File: src/rtl/wide_to_narrow_serializer.sv
// Splits one WIDE_W word into RATIO NARROW_W slices, least-significant slice first.
// Latency: slice 0 is valid the cycle after the input handshake; one slice per cycle after that.
// Backpressure: out_ready=0 freezes the current slice; in_ready opens only when idle or when the last slice is leaving.
module wide_to_narrow_serializer #(
    parameter  int NARROW_W = 2,
    parameter  int RATIO    = 4,
    parameter  int CNT_W    = 2,
    localparam int WIDE_W   = NARROW_W * RATIO
) (
    input  logic                clk,
    input  logic                reset,
    input  logic [WIDE_W-1:0]   in_data,
    input  logic                in_valid,
    output logic                in_ready,
    output logic [NARROW_W-1:0] out_data,
    output logic                out_valid,
    input  logic                out_ready,
    output logic                out_last,
    output logic [7:0]          words_sent
);

    typedef enum logic {
        IDLE = 1'b0,
        SEND = 1'b1
    } state_t;

    state_t              state_q, state_d;
    logic [WIDE_W-1:0]   shreg_q, shreg_d;
    logic [CNT_W-1:0]    cnt_q, cnt_d;
    logic [7:0]          words_q, words_d;
    logic                in_hs;
    logic                out_hs;

    assign out_valid  = (state_q == SEND);
    assign out_data   = shreg_q[NARROW_W-1:0];
    assign out_last   = out_valid && (cnt_q == CNT_W'(RATIO - 1));
    assign in_ready   = !out_valid || (out_ready && out_last);
    assign words_sent = words_q;

    assign in_hs  = in_valid && in_ready;
    assign out_hs = out_valid && out_ready;

    always_comb begin
        state_d = state_q;
        shreg_d = shreg_q;
        cnt_d   = cnt_q;
        words_d = words_q;
        if (out_hs && !out_last) begin
            shreg_d = shreg_q >> NARROW_W;
            cnt_d   = cnt_q + CNT_W'(1);
        end
        if (out_hs && out_last) begin
            words_d = words_q + 8'd1;
            state_d = IDLE;
        end
        // A load in the same cycle as the last slice overrides the return to IDLE, so words chain with no bubble.
        if (in_hs) begin
            shreg_d = in_data;
            cnt_d   = '0;
            state_d = SEND;
        end
    end

    always_ff @(posedge clk) begin
        if (reset) begin
            state_q <= IDLE;
            shreg_q <= '0;
            cnt_q   <= '0;
            words_q <= '0;
        end else begin
            state_q <= state_d;
            shreg_q <= shreg_d;
            cnt_q   <= cnt_d;
            words_q <= words_d;
        end
    end

endmodule

File: config.mk
export PLATFORM = sky130hd
export DESIGN_NAME = wide_to_narrow_serializer
export DESIGN_NICKNAME = d
export VERILOG_FILES = /design/src/rtl/wide_to_narrow_serializer.sv
export SDC_FILE = /design/constraint.sdc
export NUM_CORES = 1
export LEC_CHECK = 0
export BUFFER_PORTS_ARGS = -buffer_cell sky130_fd_sc_hd__buf_4
export CAP_MARGIN = 20
export CORE_ASPECT_RATIO = 1.2
export CORE_MARGIN = 2
export CORE_UTILIZATION = 50
export CTS_BUF_LIST = sky130_fd_sc_hd__clkbuf_8
export CTS_CLUSTER_DIAMETER = 30
export DETAILED_ROUTE_END_ITERATION = 10
export PLACE_DENSITY = 0.85
export REMOVE_ABC_BUFFERS = 1
export SLEW_MARGIN = 20
export SYNTH_ARGS = -nofsm -noshare
export SYNTH_HDL_FRONTEND = slang
export SYNTH_SLANG_ARGS = --single-unit
File: constraint.sdc
create_clock -name clk -period 2.3 [get_ports clk]
set_input_delay 0.46 -clock clk [delete_from_list [all_inputs] [get_ports clk]]
set_output_delay 0.46 -clock clk [all_outputs]
set_load 0.1 [all_outputs]
==> results.md, run 1 <==
* Top-area cell type share of the netlist area at 44.38%
* Setup TNS at 0 ns
* Yosys cell types at 26
* WL final at 1755 um
* Via count of the routed design at 761
* Dominant cells by area after synthesis: dfxtp_1 44%, mux2i_1 9.3%, a211oi_1 7.0%
* Unrepaired setup endpoints after global routing: false
* CP Data Arrival Time at 1.47 ns
* Core ar. at 1622 um^2
* Yosys warning total at 0
* CTS Buf Count at 3
* Area of the multi-input gates at 439.2 um^2
* Total power at 0.0006904 W
* FP Rows at 16
* Max Freq at 518.9 MHz
* Post-DP HPWL at 1277 um
* Clk_lat worst skew at 0.26 ns
* Root Driver: clkbuf_8
* Tot GR Track Use at 18.72%
* Largest net degree at the start of global routing at 20
* Compound-Gate Fraction of Synth Area at 18.25%
* Post-synthesis simple-gate area fraction at 17.66%
* TritonCTS clock tree: done
* Wire length per cell at 13.30 um
* R2R Setup Slk at 0.62 ns
* FF+latch count, synth at 19
* GR Overflow Total at 0
* Clk_skew at 0.004129 ns
* Vias per cell at 5.765
* CP Class: reg2out
* First-pass GRT wire length at 3036 um
* DR iter-0 viols at 6
* Mux share of post-synthesis cell area at 9.343%
* Critical path capture point type: primary output
* ANT cells at 0
* Hold Fails Final Rpt at 0
* Initial antenna violation count at 0
* Commonest cells post-synth: 19 x dfxtp_1, 8 x a211oi_1, 8 x a21oi_1, 8 x mux2i_1, 6 x nor3_1
* Filler instances at 160
* Top_reg_cell synth: dfxtp_1
* Initial Util at 52.85%
* Avg Inst Size Synth at 9.523 um^2
* Proportion of layout cells with a drive suffix above 1 at 28.07%
* Cell Area, Synth at 857.1 um^2
* P_leak at 0.4712 nW
* Status: complete, no violations
* Part of the cycle the worst path needs at 83.79%
* Worst-case clock buffer depth at 2
* Die H at 49.36 um
* Hold EP: cnt_q[0]$_SDFFE_PP0P_
* Power Dens Cells at 637.2 nW/um^2
* Adder-Cell Fraction of Synth Area at 2.920%
* Least-Margin Pin Slew at 0.5738 ns
* I/O pin count at 25
* DRT antenna net count at 0
* Area grow syn2layout at 26.42%
* Die X at 41.80 um
* Clock Sinks at 19
* Post-Synth XOR/XNOR Area at 3.066%
* HP Start: in_valid
* H-Tree Depth at 1
* Async SR Flop Fraction at 0%
* Main combinational cell family by area after synthesis: compound AO/OA/AOI/OAI gates
* Clk pin slew, worst setup/hold paths at 0.07 ns
* Die Footprint at 2063 um^2
* Endpoints failing setup at 0
* DRC errors left at 0
* Reg2reg end: cnt_q[0]$_SDFFE_PP0P_
* Post-synthesis sequential area ratio at 44.38%
* DRT Pass-1 Iters at 4
* R2R Path Start: cnt_q[0]$_SDFFE_PP0P_
* WP data required at 1.84 ns
* Most frequent cell after synthesis: dfxtp_1
* Fin nets at 129
* Number of flops mapped to enable cells by yosys at 0
* Final Slew Violations at 0
* Mapped Cells at 90
* Resize count post-CTS at 0
* Gpl congestion at 0.7419
* Maximum vdd drop at 0.0004102 V
* Post CTS Setup Buffer Count at 0
* Storage element area at 380.4 um^2
* Hold Buf Count CTS at 0
* Hold Path Class: in2reg
* Number of global-route vias before repair at 759
* CP max FO at 7
* Critical Path Source Type: flip-flop
* Max_cap viols at 0
* Rel. slew slack at 61.63%
* Period minus WS final at 1.927 ns
* I/O Buffers at 24
* Reg2Reg Depth at 4
* Cell taking the most area after synthesis: dfxtp_1
* Worst hold path depth at 2
==> report_power, final <==
part           total (W)  internal, W  switching, W
Sequential      0.000351     0.000342    0.00000871
Clock           0.000230     0.000120      0.000109
Combinational   0.000110    0.0000369     0.0000732
Total           0.000690     0.000499      0.000191
==> kinds of logic after synthesis <==
logic type	Yosys count
AO/OA/AOI/OAI	24
XOR/XNOR	3
adder cells (fa/ha/maj)	2
buffers and inverters	7
flip-flops	19
multiplexers	8
AND/OR/NAND/NOR	27
==> critical path: stages, from the launching register on <==
cell      delay [ns]
dfxtp_1         0.35
ha_1            0.27
a21boi_2        0.09
inv_1           0.18
buf_4           0.33
==> sequential cells by signal, summed over array words and instances, names as in the netlist <==
name        count
shreg_q         8
cnt_q           2
words_sent      8
out_valid       1
==> final cells by class <==
type,instances,area share [%]
multi-input cells,64,40.53
flip-flops and latches,19,35.10
repair buffers,25,17.32
clock buffers,3,3.811
well taps,18,2.079
inverters,2,0.6928
clock inverters,1,0.4619
==> placed cells by master, fill, tap and decap left out <==
cell      netlist  routed
o31ai_1         2       2
nand3b_1        1       1
mux2i_1         8       8
dfxtp_1        19      19
buf_4           3      25
ha_1            2       2
xor2_1          3       3
nor2_1          3       3
nand2_1         4       4
a21oi_1         8       8
nand4_1         3       3
clkbuf_8        0       3
or3_2           1       1
a21boi_2        1       1
a211oi_1        8       8
and2_1          1       1
nand4_2         1       1
nand3_1         3       3
inv_1           1       1
or3_1           2       2
clkinv_2        0       1
nor3_1          6       6
o21ai_0         3       3
clkinv_1        1       1
o211ai_1        2       2
or4_1           2       2
==> stage by stage <==
stage | cell area [um^2] | util, % | hold slack [ns] | instances | setup slack [ns]
global placement | 1037 | 63.97 | 0.4676 | 128 | 0.6718
global route | 1084 | 66.82 | 0.4372 | 132 | 0.2809
finish | 1084 | 66.82 | 0.4276 | 132 | 0.3729
CTS | 1084 | 66.82 | 0.4298 | 132 | 0.3683
detailed placement | 1037 | 63.97 | 0.4801 | 128 | 0.6440
floorplan | 827.0 | - | 0.4616 | 85 | -0.1859
==> worst max path at each step <==
| stage | to | slack, ns | start |
|---|---|---|---|
| final | in_ready | 0.37 | cnt_q[0]$_SDFFE_PP0P_ |
| after global routing | in_ready | 0.28 | cnt_q[0]$_SDFFE_PP0P_ |
| after CTS | in_ready | 0.37 | cnt_q[0]$_SDFFE_PP0P_ |
| after detailed placement | cnt_q[0]$_SDFFE_PP0P_ | 0.64 | cnt_q[0]$_SDFFE_PP0P_ |
| after global placement | cnt_q[0]$_SDFFE_PP0P_ | 0.67 | cnt_q[0]$_SDFFE_PP0P_ |
| after floorplan | shreg_q[0]$_SDFFE_PP0P_ | -0.19 | out_valid$_SDFFE_PP0P_ |
==> per-layer routing <==
layer | track usage [%] | wire length (um) | share of wire [%] | up-vias
met1 | 22.35 | 773 | 44 | 346
met5 | 0 | 0 | 0 | -
li1 | - | - | - | 387
met2 | 32.03 | 860 | 49 | 25
met4 | 8.602 | 27 | 1.5 | 0
met3 | 3.333 | 94 | 5.4 | 3
No activity file was read; power rests on OpenSTA's default activity.
==> inputs of run 2 (changes only) <==
clock period = 1.83 ns   (was 2.3 ns; I/O delays follow)
==> run 2 against run 1 <==
Net effect: register-to-register slack got worse by 0.27 ns; critical path depth did not move; routed wire length rose by 0.97%; via count fell by 2.0%; clock-buffer cell count did not move; power rose by 25%; hold slack got worse by 0.089 ns; sequential share of layout area fell by 0.40 points; setup slack got worse by 0.26 ns; first-iteration DRC count rose by 33%; critical path type unchanged; critical endpoint unchanged; largest cell class unchanged.
==> results.md, run 2 (synthesis results as in run 1) <==
* WL final at 1772 um (+0.97%)
* Crit path launch: cnt_q[0]$_SDFFE_PP0P_
* DRT Pass-1 Iters at 4 (unchanged)
* FP Rows at 16 (unchanged)
* GR Overflow Total at 0 (unchanged)
* Vias per cell at 5.609 (-2.7%)
* Root Driver: clkbuf_8
* Hold Fails Final Rpt at 0 (unchanged)
* R2R Setup Slk at 0.35 ns (-0.27 ns)
* DRC errors left at 0 (unchanged)
* Worst hold path depth at 2 (unchanged)
* Fin nets at 130 (+0.78%)
* Post CTS Setup Buffer Count at 0 (unchanged)
* Worst Setup EP: in_ready
* Reg2Reg Depth at 4 (unchanged)
* Initial antenna violation count at 0 (unchanged)
* CP Data Arrival Time at 1.35 ns (-0.12 ns)
* Post-DP HPWL at 1359 um (+6.4%)
* Endpoints failing setup at 0 (unchanged)
* Most common cell after layout, fill and taps aside: buf_4
* Number of global-route vias before repair at 735 (-3.2%)
* Part of the cycle the worst path needs at 93.98%
* Clk_lat worst skew at 0.25 ns (about the same)
* CTS Buf Count at 3 (unchanged)
* Crit-path slowest cell: dfxtp_1
* Gpl congestion at 0.7619 (+2.7%)
* Max Freq at 581.5 MHz
* Grt met2 use at 32.55% (+0.52 points)
* Post-layout util at 67.59% (+0.77 points)
* Clk_skew at 0.001755 ns (-0.002374 ns)
* Maximum vdd drop at 0.0004830 V (+18%)
* Commonest non-fill, non-tap cells in the layout: 25 x buf_4, 19 x dfxtp_1, 8 x mux2i_1, 8 x a21oi_1, 8 x a211oi_1
* TritonCTS clock tree: done
* M1 GR Usage at 21.48% (-0.87 points)
* Critical Path Source Type: flip-flop
* Final Slew Violations at 0 (unchanged)
* Core ar. at 1622 um^2 (unchanged)
* Clk pin slew, worst setup/hold paths at 0.07 ns (about the same)
* Least-Margin Pin Slew at 0.2816 ns (-0.2923 ns)
* Resize count post-CTS at 0 (unchanged)
* Worst-case clock buffer depth at 2 (unchanged)
* Largest net degree at the start of global routing at 20 (unchanged)
* P_leak at 0.4754 nW (+0.89%)
* Reg2reg end: words_sent[5]$_SDFFE_PP0P_
* CP peak stage delay at 0.35 ns (about the same)
* DR iter-0 viols at 8 (+2)
* CP max FO at 7 (unchanged)
* I/O Buffers at 24 (unchanged)
* Hold Path Class: in2reg
* Area grow syn2layout at 27.88%
* GRT Max-Usage Layer: met2
* ANT cells at 0 (unchanged)
* Die Footprint at 2063 um^2 (unchanged)
* First-pass GRT wire length at 2967 um (-2.3%)
* Wire length per cell at 13.32 um (+0.21%)
* I/O pin count at 25 (unchanged)
* R2R Path Start: cnt_q[0]$_SDFFE_PP0P_
* Critical path capture point type: primary output
* Hold Buf Count CTS at 0 (unchanged)
* Non-filler instance count after layout at 133 (+0.76%)
* Tot GR Track Use at 18.27% (-0.44 points)
* Power Dens Cells at 784.4 nW/um^2 (+23%)
* H-Tree Depth at 1 (unchanged)
* Die X at 41.80 um (unchanged)
* Die H at 49.36 um (unchanged)
* Clock Sinks at 19 (unchanged)
* Rel. slew slack at 81.38% (+20 points)
* DRT antenna net count at 0 (unchanged)
* CP Class: reg2out
* Status: complete, no violations
* WP data required at 1.46 ns (-0.38 ns)
* Via count of the routed design at 746 (-2.0%)
* Routing usage on met3 at 3.333% (unchanged)
* Max_cap viols at 0 (unchanged)
* Period minus WS final at 1.720 ns
* Unrepaired setup endpoints after global routing: false
* Critical Path, Cell by Cell: ha_2 -> a21boi_2 -> inv_1 -> buf_6
* Initial Util at 52.85% (unchanged)
* Proportion of layout cells with a drive suffix above 1 at 28.70% (+0.63 points)
* Placed cell count at 129 (+0.78%)
* Filler instances at 146 (-8.8%)
[run 2: cell count changes in the layout (fill, tap and decap cells not counted)]
cell	change
ha_1	-1
ha_2	+1
clkinv_2	-1
inv_1	+1
buf_6	+1
[run 2: worst max-delay path, delay by kind of cell (launching register included)]
kind / cells / cell delay (ns)
fa+ha+maj: 1 / 0.25
buf+inv: 2 / 0.43
compound gates: 1 / 0.08
flops: 1 / 0.35
[run 2: cell type report]
cell class / instances / area [um^2] / area share [%]
Clock inverter: 1 / 3.754 / 0.3425
Multi-Input combinational cell: 64 / 441.7 / 40.30
Sequential cell: 19 / 380.4 / 34.70
Inverter: 2 / 7.507 / 0.6849
Clock buffer: 3 / 41.29 / 3.767
Tap cell: 18 / 22.52 / 2.055
Timing Repair Buffer: 26 / 198.9 / 18.15
[run 2: worst min path at each step]
stage                               start                         end  slack (ns)
6_report                         in_valid       cnt_q[1]$_SDFFE_PP0P_        0.34
5_1_grt                          in_valid       cnt_q[0]$_SDFFE_PP0P_        0.34
4_1_cts                          in_valid       cnt_q[1]$_SDFFE_PP0P_        0.33
3_5_place_dp   words_sent[7]$_SDFFE_PP0P_  words_sent[7]$_SDFFE_PP0P_        0.48
3_3_place_gp   words_sent[7]$_SDFFE_PP0P_  words_sent[7]$_SDFFE_PP0P_        0.47
2_1_floorplan                       reset      out_valid$_SDFFE_PP0P_        0.44
[run 2: metrics by stage]
step           total power, W  cell area, um^2  hold slack (ns)  setup TNS (ns)  setup WS (ns)
2_1_floorplan       0.0005378            827.0           0.4351          -8.211        -0.6559
3_3_place_gp        0.0005868             1045           0.4653               0         0.3330
3_5_place_dp        0.0005901             1045           0.4801               0         0.2909
4_1_cts             0.0008651             1090           0.3324               0       0.003284
5_1_grt             0.0008966             1096           0.3426               0        0.03142
6_report            0.0008598             1096           0.3388               0         0.1102
[run 2: routing by layer]
metal | up-vias | share of wire, %
met4 | 0 | 0
li1 | 385 | -
met5 | - | 0
met1 | 339 | 45
met3 | 0 | 5.4
met2 | 22 | 49
[run 2: report_power, final]
group / switching [W] / internal, W
clock network: 0.000130 / 0.000149
logic: 0.0000920 / 0.0000486
registers: 0.0000111 / 0.000430
total: 0.000233 / 0.000627
